<file path="config.mk">
export PLATFORM = sky130hd
export DESIGN_NAME = pc_fetch_unit_flat
export DESIGN_NICKNAME = d
export VERILOG_FILES = /design/src/rtl/pc_fetch_unit_pkg.sv /design/src/rtl/pc_fetch_unit_if.sv /design/src/rtl/pc_fetch_unit.sv /design/src/flat_wrapper.sv
export SDC_FILE = /design/constraint.sdc
export NUM_CORES = 1
export LEC_CHECK = 0
export ABC_AREA = 1
export CORE_MARGIN = 1.5
export CORE_UTILIZATION = 40
export CTS_CLUSTER_DIAMETER = 80
export CTS_CLUSTER_SIZE = 40
export DETAILED_ROUTE_END_ITERATION = 10
export PLACE_DENSITY = 0.74
export REMOVE_ABC_BUFFERS = 1
export SETUP_SLACK_MARGIN = 0.5
export SYNTH_ARGS = -nofsm -noshare
export SYNTH_HDL_FRONTEND = slang
export SYNTH_SLANG_ARGS = --single-unit
export TNS_END_PERCENT = 100
</file>
<file path="constraint.sdc">
create_clock -name i_Clk -period 1.9 [get_ports i_Clk]
set_clock_uncertainty 0.15 [all_clocks]
set_input_delay 0.38 -clock i_Clk [delete_from_list [all_inputs] [get_ports i_Clk]]
set_output_delay 0.38 -clock i_Clk [all_outputs]
set_load 0.02 [all_outputs]
</file>
<file path="src/rtl/pc_fetch_unit_pkg.sv">
// Shared fetch-stage constants, state encoding and helpers.
package pc_fetch_unit_pkg;

    localparam int unsigned        XLEN               = 32;
    localparam int unsigned        FETCH_PC_STEP      = 4;
    localparam logic [XLEN-1:0]    FETCH_RESET_VECTOR = 32'h0000_0000;
    localparam int unsigned        FETCH_STATE_W      = 3;

    typedef enum logic [FETCH_STATE_W-1:0] {
        ST_IDLE  = 3'd0,
        ST_REQ   = 3'd1,
        ST_WAIT  = 3'd2,
        ST_HOLD  = 3'd3,
        ST_REDIR = 3'd4,
        ST_DRAIN = 3'd5
    } fetch_state_e;

    // Instruction addresses must be 32-bit word aligned.
    function automatic logic is_word_aligned(input logic [1:0] low_bits);
        return low_bits == 2'b00;
    endfunction

endpackage

</file>
<file path="src/rtl/pc_fetch_unit_if.sv">
// Bundle between the fetch unit and its PC register, instruction memory and decode stage.
interface pc_fetch_unit_if #(
    parameter int unsigned DATA_W = pc_fetch_unit_pkg::XLEN
);
    // PC register
    logic [DATA_W-1:0] iv_Pc;
    logic              o_PcEnb;
    logic [DATA_W-1:0] ov_PcNext;
    // Instruction memory
    logic              o_MemReq;
    logic [DATA_W-1:0] ov_MemAddr;
    logic              i_MemGnt;
    logic              i_MemValid;
    logic [DATA_W-1:0] iv_MemRdata;
    // Decode
    logic              o_InstValid;
    logic [DATA_W-1:0] ov_Inst;
    logic [DATA_W-1:0] ov_InstPc;
    logic              i_InstReady;
    // Control flow
    logic              i_Redirect;
    logic [DATA_W-1:0] iv_RedirectPc;
    logic              o_AddrMisalign;

    modport master (
        input  iv_Pc, i_MemGnt, i_MemValid, iv_MemRdata, i_InstReady, i_Redirect, iv_RedirectPc,
        output o_PcEnb, ov_PcNext, o_MemReq, ov_MemAddr, o_InstValid, ov_Inst, ov_InstPc,
               o_AddrMisalign
    );

    modport slave (
        output iv_Pc, i_MemGnt, i_MemValid, iv_MemRdata, i_InstReady, i_Redirect, iv_RedirectPc,
        input  o_PcEnb, ov_PcNext, o_MemReq, ov_MemAddr, o_InstValid, ov_Inst, ov_InstPc,
               o_AddrMisalign
    );

endinterface

</file>
<file path="src/rtl/pc_fetch_unit.sv">
// Instruction-fetch sequencer: one outstanding memory read, valid/ready hand-off to decode,
// redirect handling with drop/drain of in-flight data.
module pc_fetch_unit #(
    parameter int unsigned       DATA_W       = pc_fetch_unit_pkg::XLEN,
    parameter logic [DATA_W-1:0] RESET_VECTOR = pc_fetch_unit_pkg::FETCH_RESET_VECTOR,
    parameter int unsigned       PC_STEP      = pc_fetch_unit_pkg::FETCH_PC_STEP
) (
    input  logic            i_Clk,
    input  logic            i_Rst,
    pc_fetch_unit_if.master bus
);
    import pc_fetch_unit_pkg::*;

    fetch_state_e      state, state_nxt;

    logic              pc_enb,     pc_enb_nxt;
    logic [DATA_W-1:0] pc_next,    pc_next_nxt;
    logic              inst_valid, inst_valid_nxt;
    logic [DATA_W-1:0] inst,       inst_nxt;
    logic [DATA_W-1:0] inst_pc,    inst_pc_nxt;
    logic              misalign,   misalign_nxt;
    logic [DATA_W-1:0] req_pc,     req_pc_nxt;

    logic pc_aligned;
    logic mem_req_c;
    logic granted;
    logic accepted;
    logic redirect;

    // Request is a Moore decode of the state register and the registered PC, so the
    // address tracks the PC register in the same cycle it enters REQ.
    assign pc_aligned = is_word_aligned(bus.iv_Pc[1:0]);
    assign mem_req_c  = (state == ST_REQ) && pc_aligned;
    assign granted    = mem_req_c && bus.i_MemGnt;
    assign accepted   = inst_valid && bus.i_InstReady;
    assign redirect   = bus.i_Redirect && (state != ST_IDLE);

    // State register.
    always_ff @(posedge i_Clk) begin
        if (!i_Rst) begin
            state <= ST_IDLE;
        end else begin
            state <= state_nxt;
        end
    end

    // Next-state logic; redirect dominates, and a request already granted must be drained.
    always_comb begin
        state_nxt = state;
        case (state)
            ST_IDLE: begin
                state_nxt = ST_REQ;
            end
            ST_REQ: begin
                if (redirect) begin
                    state_nxt = granted ? ST_DRAIN : ST_REDIR;
                end else if (granted) begin
                    state_nxt = ST_WAIT;
                end
            end
            ST_WAIT: begin
                if (redirect) begin
                    state_nxt = bus.i_MemValid ? ST_REDIR : ST_DRAIN;
                end else if (bus.i_MemValid) begin
                    state_nxt = ST_HOLD;
                end
            end
            ST_HOLD: begin
                if (redirect) begin
                    state_nxt = ST_REDIR;
                end else if (accepted) begin
                    state_nxt = ST_REQ;
                end
            end
            ST_REDIR: begin
                // A back-to-back redirect restarts the one-cycle PC load.
                state_nxt = redirect ? ST_REDIR : ST_REQ;
            end
            ST_DRAIN: begin
                // Data returning with a new redirect still needs a cycle for the PC load.
                if (bus.i_MemValid) begin
                    state_nxt = redirect ? ST_REDIR : ST_REQ;
                end
            end
            default: begin
                state_nxt = ST_IDLE;
            end
        endcase
    end

    // Next values of the registered outputs and the request-address latch.
    always_comb begin
        pc_enb_nxt     = 1'b0;
        pc_next_nxt    = pc_next;
        inst_valid_nxt = inst_valid;
        inst_nxt       = inst;
        inst_pc_nxt    = inst_pc;
        misalign_nxt   = misalign;
        req_pc_nxt     = req_pc;
        if (redirect) begin
            pc_enb_nxt     = 1'b1;
            pc_next_nxt    = bus.iv_RedirectPc;
            inst_valid_nxt = 1'b0;
            misalign_nxt   = 1'b0;
        end else begin
            case (state)
                ST_REQ: begin
                    if (!pc_aligned) begin
                        misalign_nxt = 1'b1;
                    end else if (bus.i_MemGnt) begin
                        req_pc_nxt = bus.iv_Pc;
                    end
                end
                ST_WAIT: begin
                    if (bus.i_MemValid) begin
                        inst_nxt       = bus.iv_MemRdata;
                        inst_pc_nxt    = req_pc;
                        inst_valid_nxt = 1'b1;
                        pc_next_nxt    = DATA_W'(req_pc + DATA_W'(PC_STEP));
                        pc_enb_nxt     = 1'b1;
                    end
                end
                ST_HOLD: begin
                    if (accepted) begin
                        inst_valid_nxt = 1'b0;
                    end
                end
                default: begin
                end
            endcase
        end
    end

    // Output and request-address registers.
    always_ff @(posedge i_Clk) begin
        if (!i_Rst) begin
            pc_enb     <= 1'b0;
            pc_next    <= RESET_VECTOR;
            inst_valid <= 1'b0;
            inst       <= '0;
            inst_pc    <= RESET_VECTOR;
            misalign   <= 1'b0;
            req_pc     <= RESET_VECTOR;
        end else begin
            pc_enb     <= pc_enb_nxt;
            pc_next    <= pc_next_nxt;
            inst_valid <= inst_valid_nxt;
            inst       <= inst_nxt;
            inst_pc    <= inst_pc_nxt;
            misalign   <= misalign_nxt;
            req_pc     <= req_pc_nxt;
        end
    end

    assign bus.o_PcEnb        = pc_enb;
    assign bus.ov_PcNext      = pc_next;
    assign bus.o_MemReq       = mem_req_c;
    assign bus.ov_MemAddr     = mem_req_c ? bus.iv_Pc : '0;
    assign bus.o_InstValid    = inst_valid;
    assign bus.ov_Inst        = inst;
    assign bus.ov_InstPc      = inst_pc;
    assign bus.o_AddrMisalign = misalign;

endmodule

</file>
<file path="src/flat_wrapper.sv">
// flat-port wrapper written by rule: the top's interface ports become plain ports
module pc_fetch_unit_flat import pc_fetch_unit_pkg::*;
#(
    parameter int unsigned       DATA_W       = pc_fetch_unit_pkg::XLEN,
    parameter logic [DATA_W-1:0] RESET_VECTOR = pc_fetch_unit_pkg::FETCH_RESET_VECTOR,
    parameter int unsigned       PC_STEP      = pc_fetch_unit_pkg::FETCH_PC_STEP
)
  (i_Clk, i_Rst, bus_iv_Pc, bus_i_MemGnt, bus_i_MemValid, bus_iv_MemRdata, bus_i_InstReady, bus_i_Redirect, bus_iv_RedirectPc, bus_o_PcEnb, bus_ov_PcNext, bus_o_MemReq, bus_ov_MemAddr, bus_o_InstValid, bus_ov_Inst, bus_ov_InstPc, bus_o_AddrMisalign);
  pc_fetch_unit_if #(.DATA_W(DATA_W)) bus_i ();
  input  logic i_Clk;
  input  logic i_Rst;
  input wire logic [$bits(bus_i.iv_Pc)-1:0] bus_iv_Pc;
  input wire logic [$bits(bus_i.i_MemGnt)-1:0] bus_i_MemGnt;
  input wire logic [$bits(bus_i.i_MemValid)-1:0] bus_i_MemValid;
  input wire logic [$bits(bus_i.iv_MemRdata)-1:0] bus_iv_MemRdata;
  input wire logic [$bits(bus_i.i_InstReady)-1:0] bus_i_InstReady;
  input wire logic [$bits(bus_i.i_Redirect)-1:0] bus_i_Redirect;
  input wire logic [$bits(bus_i.iv_RedirectPc)-1:0] bus_iv_RedirectPc;
  output wire logic [$bits(bus_i.o_PcEnb)-1:0] bus_o_PcEnb;
  output wire logic [$bits(bus_i.ov_PcNext)-1:0] bus_ov_PcNext;
  output wire logic [$bits(bus_i.o_MemReq)-1:0] bus_o_MemReq;
  output wire logic [$bits(bus_i.ov_MemAddr)-1:0] bus_ov_MemAddr;
  output wire logic [$bits(bus_i.o_InstValid)-1:0] bus_o_InstValid;
  output wire logic [$bits(bus_i.ov_Inst)-1:0] bus_ov_Inst;
  output wire logic [$bits(bus_i.ov_InstPc)-1:0] bus_ov_InstPc;
  output wire logic [$bits(bus_i.o_AddrMisalign)-1:0] bus_o_AddrMisalign;
  assign bus_i.iv_Pc = bus_iv_Pc;
  assign bus_i.i_MemGnt = bus_i_MemGnt;
  assign bus_i.i_MemValid = bus_i_MemValid;
  assign bus_i.iv_MemRdata = bus_iv_MemRdata;
  assign bus_i.i_InstReady = bus_i_InstReady;
  assign bus_i.i_Redirect = bus_i_Redirect;
  assign bus_i.iv_RedirectPc = bus_iv_RedirectPc;
  assign bus_o_PcEnb = bus_i.o_PcEnb;
  assign bus_ov_PcNext = bus_i.ov_PcNext;
  assign bus_o_MemReq = bus_i.o_MemReq;
  assign bus_ov_MemAddr = bus_i.ov_MemAddr;
  assign bus_o_InstValid = bus_i.o_InstValid;
  assign bus_ov_Inst = bus_i.ov_Inst;
  assign bus_ov_InstPc = bus_i.ov_InstPc;
  assign bus_o_AddrMisalign = bus_i.o_AddrMisalign;
  pc_fetch_unit #(.DATA_W(DATA_W), .RESET_VECTOR(RESET_VECTOR), .PC_STEP(PC_STEP)) u_core (.i_Clk(i_Clk), .i_Rst(i_Rst), .bus(bus_i));
endmodule
</file>
### Yosys cells after proc, flatten, opt, wreduce, memory -nomap -nowiden

Cells that the tools add are included.

* flip-flop bits (word level): 134

* add/subtract/negate cells: 1
* equal/unequal tests: 11
* mux-type cells: 21
* bitwise logic cells: 3
* reduce and logical (&&, ||, !) cells: 17

Operator list (count)
* $mux 32: 4
* $add 32x3->32 const B: 1
* $mux 3: 8
* $pmux 3 s6: 1
* $reduce_and 4->1: 2
* $mux 1: 7
* $eq 3x2->1 const B: 2
* $eq 3x3->1 const B: 2
* $ne 3x1->1 const B: 2
* $reduce_and 3->1: 2
* $reduce_bool 2->1: 3
* $logic_and 1x1->1: 4
* $ne 2x2->1 const B: 2
* $reduce_and 2->1: 2
* $eq 3x1->1 const B: 1
* $logic_not 3->1: 1
* $ne 3x2->1 const B: 1
* $not 1->1: 3
* $reduce_bool 3->1: 1
* $logic_not 2->1: 1
* $ne 2x1->1 const B: 1
* $pmux 1 s2: 1
* $reduce_or 2->1: 1

### Depth between registers and ports, before layout

Gate-level depths: netlist of run 1.

* depth after elaboration: 6
* depth in mapped cells: 13
* gate-level depth less buffers: 11

### Worst setup path after synthesis of run 1

OpenSTA, ideal clock, no wires.

* kind: reg-to-output
* from: register u_core.state[1]
* to: output bus_ov_MemAddr[22]
* arrival: 1344 ps
* data required time: 1370 ps
* path slack: 26 ps
* cell stages (with the launch flop): 8
* path buffers: 2
* cells stage by stage: dfxtp_1 -> buf_2 -> inv_2 -> nand2_2 -> nor2_4 -> nand3_1 -> clkbuf_1 -> nor2_1

* longest elaborated chain between the ends: 3

RTL lines
* from (decl): line pc_fetch_unit.sv:14 `fetch_state_e state, state_nxt;`
* from (signal assigned): line pc_fetch_unit.sv:43 `state <= state_nxt;`
* $eq 3x1->1: line pc_fetch_unit.sv:33 `assign mem_req_c = (state == ST_REQ) && pc_aligned;`
* $logic_and 1x1->1: line pc_fetch_unit.sv:33
* $mux 32: line pc_fetch_unit.sv:158 `assign bus.ov_MemAddr = mem_req_c ? bus.iv_Pc : '0;`
* to (decl): line flat_wrapper.sv:22 `output wire logic [$bits(bus_i.ov_MemAddr)-1:0] bus_ov_MemAddr;`

No other way between the ends.

### Final worst setup path of run 1

* from: register u_core.state[1]
* to: output bus_ov_MemAddr[13]

The elaborated chain is that of the path after synthesis.

==> reports/qor.txt, run 1 <==
Status: finished, violations left
Failing checks: negative setup slack
Overflow left after global routing: 0
Post-DP HPWL: 14000 um
Layout cells sized above 1: 55.8%
Number of synthesized register bits: 134
Post-synthesis sequential area ratio: 44.0%
Final wirelength: 29000 um
P_leak: 5.73 nW
Worst-Margin Slew: 590 ps
Tcrit/Tclk final: 117%
Row count: 44
Drt pass-1 iters: 5
Clk sink count: 134
CTS root buf: clkbuf_16
Worst setup margin: -316 ps
Post-synth ARST share: 0%
Post-Layout Cell Count: 1490
Crit-path max FO: 21
Combinational Power Share: 32.7%
Buffers & Inverters on Critical Path: 3
Critical path endpoint category: primary output
DR DRC count: 0
Register Area: 0.00282 mm2
Total CTS buffers: 17
Clock latency on the worst-skew pair: 440 ps
CP top delay family: simple AND/OR/NAND/NOR gates
Clk pwr share: 35.4%
Slew Limit Fails: 0
Antenna cells: 0
Worst-case headroom to the max-slew limit: 60.7%
1st-iter DRT viols: 662
Hold_buf cts: 0
Vias in the first global route: 6821
Crit path max-delay cell type: dfxtp_2
Cell internal pwr: 6.99 mW
I/O Pins: 234
Detail Route Antenna Nets: 0
Net Switching: 3.14 mW
Per-cell routed wire length: 19.4 um
Worst path required time: 1370 ps
Synth-to-Final Area Change: 107%
Worst Hold Class: input pin to flop
Post-synth EDFFs: 0
Switching portion of total power: 31.0%
Minimum clock period: 2220 ps
Gpl congestion: 0.856
CP Class: flop to primary output
RSZ-0062 raised after global routing: yes
Synth cell types: 40
Crit path cell chain: inv_2 > nand2_2 > nor2_4 > nand3_4 > buf_12 > nor2_1 > buf_4
Routed vias: 8097
Post-synthesis cell area: 0.00609 mm2
Initial core utilization: 41.5%
Placed Cells: 1350
Ys flop type: dfxtp_1
Syn. warnings: 0
Max-Cap Viols: 0
Largest net degree at the start of global routing: 50
Fill count: 711
Via density: 5.43
Commonest non-fill, non-tap cell in the layout: nand2_1
IO buf count: 231
Die Ht: 126 um
Sequential share of power: 32.0%
Commonest cells after routing, fill and taps aside: nand2_1 (176), buf_4 (169), buf_6 (128), dfxtp_2 (104), clkdlybuf4s50_1 (100)
Avg Cell Area, Syn: 6.95 um2
Final core utilization: 85.8%
Cell count after synthesis: 877
CP max stage delay: 330 ps
Chip width: 126 um
CTS H-Tree Depth: 4
Power Dens Cells: 803 mW/mm2
Maximum vdd drop: 0.000595 V
Antenna violations before repair: 0
Area of the multi-input gates: 0.00390 mm2
Total track usage: 26.5%
Core area: 0.0147 mm2
Final Hold Fails: 0
Setup-failing EPs final: 155
Die area: 0.0160 mm2
CTS tree: built
First-pass GRT wire length: 33600 um
Worst Path Arrival: 1690 ps
Fmax: 0.451 GHz
Clk slew on worst S/H paths: 60 ps
Critical Path Start Type: flop
Clock Path Buffers: 2
Nets@finish: 1397
Hold WS: 268 ps
cells by family after synthesis:
group                      Yosys count  share of synthesized area, %
and+or+nand+nor                    429                          30.6
AOI/OAI and AO/OA                  175                          14.9
DFF                                134                          44.0
buffers and inverters              133                          9.71
xor gates and xnor gates             4                         0.575
adders and majority gates            1                         0.205
other                                1                        0.0615
metal layers:
| layer | vias up | part of all wire (%) | global-route usage (%) |
|---|---|---|---|
| li1 | 3663 | - | - |
| met1 | 3838 | 36 | 30.9 |
| met2 | 475 | 51 | 46.8 |
| met3 | 121 | 7.4 | 6.03 |
| met4 | 0 | 5.1 | 10.6 |
| met5 | - | 0 | 0 |
cell usage after synthesis (2+ instances only):
cell      number  area share (%)
clkbuf_1      16            0.99
buf_6          6             1.1
nand2_2        2            0.21
nand2_1      252              16
nand2_4        2            0.37
o21ai_0       48             3.9
buf_2         18             1.5
inv_2          3            0.18
or2_0          2            0.21
o21ai_1       13             1.1
nand4_1       10             1.0
o21a_1         2            0.25
nor2_1        92             5.7
nand3_1       38             3.1
xor2_1         3            0.43
nor2_4         4            0.74
buf_4          6            0.74
nor2_2         5            0.51
inv_1         81             5.0
nor3_1         5            0.41
buf_1          2            0.12
a21oi_1       99             8.1
a31oi_1        9            0.92
dfxtp_1      134              44
or2_2          2            0.21
nand3b_1       8            0.99
nor3b_1        2            0.25
worst min-delay path, cell delays in order:
cell and delay (ps):
buf_2 120, inv_2 170, a21oi_2 150
stage by stage:
step                total power, mW  setup WS, ps  area (um2)  TNS [ps]
floorplan                      4.14          -417        5830    -29290
global placement               5.34          -556        9320    -30740
detailed placement             5.35          -599        9320    -30270
CTS                            9.21          -175       10800     -5030
global route                   10.4          -362       12600    -24640
finish                         10.1          -316       12600    -15370
power by group through the flow:
stage | Sequential, mW | Clock [mW] | Combinational, mW
CTS | 3.19 | 3.54 | 2.47
global placement | 3.18 | 0 | 2.15
finish | 3.24 | 3.58 | 3.31
floorplan | 3.36 | 0 | 0.776
detailed placement | 3.19 | 0 | 2.16
global route | 3.25 | 3.71 | 3.45
cell type report:
| class | count | area share, % |
|---|---|---|
| repair buffers | 445 | 37.2 |
| multi-input cells | 611 | 30.9 |
| flip-flops and latches | 134 | 22.4 |
| clock buffers | 22 | 3.76 |
| inverters | 85 | 2.73 |
| well taps | 184 | 1.83 |
| clock inverters | 9 | 1.18 |
sequential cells by signal (all words and copies together) (netlist names):
name                       count
u_core.state                   3
u_core.bus.ov_Inst            32
u_core.bus.o_InstValid         1
u_core.req_pc                 32
u_core.bus.o_AddrMisalign      1
u_core.bus.o_PcEnb             1
u_core.bus.ov_PcNext          32
u_core.bus.ov_InstPc          32
path summary, 6_finish.rpt:
kind,start,end,slack (ps),cells past startpoint
max,u_core.state[1],bus_ov_MemAddr[13],-320,7
min,i_Rst,u_core.bus.ov_InstPc[17],270,3
max reg2reg,u_core.state[0],u_core.req_pc[18],-180,12
min reg2reg,u_core.bus.ov_Inst[26],u_core.bus.ov_Inst[26],320,2
repair_timing:
item / CTS / global route
buffers inserted: 27 / 63
gates resized for setup: 912 / 343
endpoints found under the setup margin: 264 / 264
pin swaps: 27 / 87
cloned: 6 / 13
Note: power is estimated with default switching activity, not from simulation.
==> run 2: changes to the inputs <==
Settings changed: CORE_UTILIZATION 40 to 44, PLACE_DENSITY 0.74 to 0.8.
Clock period 1.9 ns to 2.51 ns, I/O delays scaled along.
==> run 2 against run 1 <==
Compared with the run above: the flow now finishes without violations; largest cell class is now multi-input combinational cells; via count fell by 20%; worst hold slack improved by 28 ps; critical endpoint is now bus_ov_MemAddr[19]; sequential power shrank 27%; critical path depth unchanged.
==> reports/qor.txt, run 2 (synthesis gave the netlist of run 1 again) <==
Chip width: 121 um (-4.5%)
Nets@finish: 1215 (-13%)
Commonest non-fill, non-tap cell in the layout: nand2_1
Fmax: 0.449 GHz
Gpl congestion: 0.837 (-2.3%)
DR DRC count: 0 (unchanged)
Hold Path Stages: 2 (-1)
Setup TNS: 0 ps (+15370 ps)
Power Dens Cells: 657 mW/mm2 (-18%)
Clock Path Buffers: 2 (unchanged)
Worst Path Arrival: 1580 ps (-110 ps)
RSZ-0062 raised after global routing: yes
Antenna cells: 0 (unchanged)
Post-DP HPWL: 13100 um (-6.6%)
Terminus of the critical flop-to-flop path: u_core.bus.ov_PcNext[29]
Status: finished, final reports clean
Post-Layout Cell Count: 1301 (-13%)
CTS H-Tree Depth: 4 (unchanged)
First-pass GRT wire length: 29000 um (-14%)
Per-cell routed wire length: 14.4 um (-26%)
CP Class: flop to primary output
Critical Path Start Type: flop
Detail Route Antenna Nets: 0 (unchanged)
Initial core utilization: 45.5% (+4.0 points)
Largest net degree at the start of global routing: 52 (+4.0%)
Hold endpoint: u_core.req_pc[1]
Reg-to-Reg Start: u_core.req_pc[6]
Cell internal pwr: 4.21 mW (-40%)
Antenna violations before repair: 0 (unchanged)
Clk slew on worst S/H paths: 60 ps (about the same)
Total CTS buffers: 17 (unchanged)
Hold_buf cts: 0 (unchanged)
HP Start: u_core.req_pc[1]
Final Hold Fails: 0 (unchanged)
FF-to-FF path depth: 8 (-4)
Crit-path max FO: 9 (-57%)
Vias in the first global route: 5900 (-14%)
CTS tree: built
Clock latency on the worst-skew pair: 420 ps (-20 ps)
Area of the multi-input gates: 0.00293 mm2 (-25%)
Row count: 42 (-4.5%)
Die area: 0.0146 mm2 (-8.9%)
1st-iter DRT viols: 472 (-29%)
Register Area: 0.00269 mm2 (-4.7%)
FF-to-FF setup slack: 620 ps (+800 ps)
Total track usage: 25.3% (-1.2 points)
Worst Hold Class: flop to flop
Worst path required time: 1860 ps (+490 ps)
CTS root buf: clkbuf_16
Max-Cap Viols: 0 (unchanged)
P_leak: 4.47 nW (-22%)
Placed Cells: 1262 (-6.5%)
Core area: 0.0134 mm2 (-8.8%)
Commonest cells after routing, fill and taps aside: nand2_1 (252), dfxtp_1 (130), a21oi_1 (99), clkdlybuf4s50_1 (98), dlygate4sd2_1 (84)
Tcrit/Tclk final: 88.8%
Maximum vdd drop: 0.000371 V (-38%)
Overflow left after global routing: 0 (unchanged)
Minimum clock period: 2230 ps
Die Ht: 121 um (-4.5%)
Setup-failing EPs final: 0 (-100%)
Slew Limit Fails: 0 (unchanged)
Sequential share of power: 39.1% (+7.1 points)
Routed vias: 6460 (-20%)
Clk sink count: 134 (unchanged)
IO buf count: 231 (unchanged)
Via density: 4.97 (-8.6%)
Final wirelength: 18700 um (-35%)
Critical path endpoint category: primary output
Clk pwr share: 37.1% (+1.7 points)
Drt pass-1 iters: 5 (unchanged)
Net Switching: 1.88 mW (-40%)
Combinational Power Share: 23.8% (-8.9 points)
Total power: 6.09 mW (-40%)
Fill count: 1160 (+63%)
Switching portion of total power: 30.9% (-0.064 points)
Synth-to-Final Area Change: 52.0%
Layout cells sized above 1: 12.4% (-43 points)
I/O Pins: 234 (unchanged)
-- run 2: cell count changes in the layout (fill, tap and decap cells not counted), moves of 59 or more --
cell and change:
a21oi_2 -59, a21oi_1 +60, buf_4 -124, buf_6 -119, dfxtp_1 +102, dfxtp_2 -100, nand2_1 +76, dlygate4sd2_1 +84
-- run 2: cell type report --
type                            count  area share, %
Clock buffer                       21           4.97
Sequential cell                   134           29.0
Tap cell                          176           2.38
Timing Repair Buffer              263           27.6
Multi-Input combinational cell    611           31.7
Clock inverter                     11          0.837
Inverter                           85           3.50
-- run 2: timing repair --
action                     in CTS  in global routing
setup buffers                   3                  3
cloned                          0                  1
setup endpoints to repair     117                 57
pin swaps                       1                  3
resized for setup             252                 49
-- run 2: per-layer routing --
| metal | track usage, % | up-vias | wire length, um |
|---|---|---|---|
| met4 | 6.69 | 0 | 188 |
| met3 | 6.46 | 19 | 1180 |
| li1 | - | 3270 | - |
| met5 | 0 | - | 0 |
| met1 | 30.9 | 2947 | 8040 |
| met2 | 44.0 | 224 | 9320 |
-- run 2: worst max-delay path: stages, from the launching register on --
cell     delay [ps]
dfxtp_2         320
inv_2            70
nand2_4          50
nor2_4          130
nand3_4         150
buf_12          180
nor2_1          100
buf_4           160
-- run 2: worst max path at each step --
| stage | startpoint | slack, ps | cells past startpoint | to |
|---|---|---|---|---|
| floorplan | u_core.state[1] | 120 | 5 | bus_ov_MemAddr[10] |
| global placement | bus_iv_Pc[1] | -190 | 6 | bus_ov_MemAddr[24] |
| detailed placement | bus_iv_Pc[1] | -270 | 6 | bus_ov_MemAddr[19] |
| CTS | u_core.state[1] | 280 | 7 | bus_ov_MemAddr[24] |
| global route | u_core.state[1] | 230 | 7 | bus_ov_MemAddr[3] |
| finish | u_core.state[1] | 280 | 7 | bus_ov_MemAddr[19] |
-- run 2: per-stage QoR --
step / instance area, um2 / setup slack, ps / utilization [%] / hold slack [ps]
6_report: 9260 / 282 / 69.1 / 296
5_1_grt: 9260 / 230 / 69.1 / 320
4_1_cts: 9060 / 282 / 67.6 / 299
3_5_place_dp: 8640 / -268 / 64.5 / 290
3_3_place_gp: 8640 / -192 / 64.5 / 283
2_1_floorplan: 5830 / 121 / - / 275
-- run 2: power by group through the flow --
stage | registers [mW] | logic [mW] | clock network, mW
floorplan | 2.54 | 0.588 | 0
global placement | 2.42 | 1.44 | 0
detailed placement | 2.42 | 1.45 | 0
CTS | 2.37 | 1.42 | 2.29
global route | 2.39 | 1.58 | 2.38
finish | 2.38 | 1.45 | 2.26
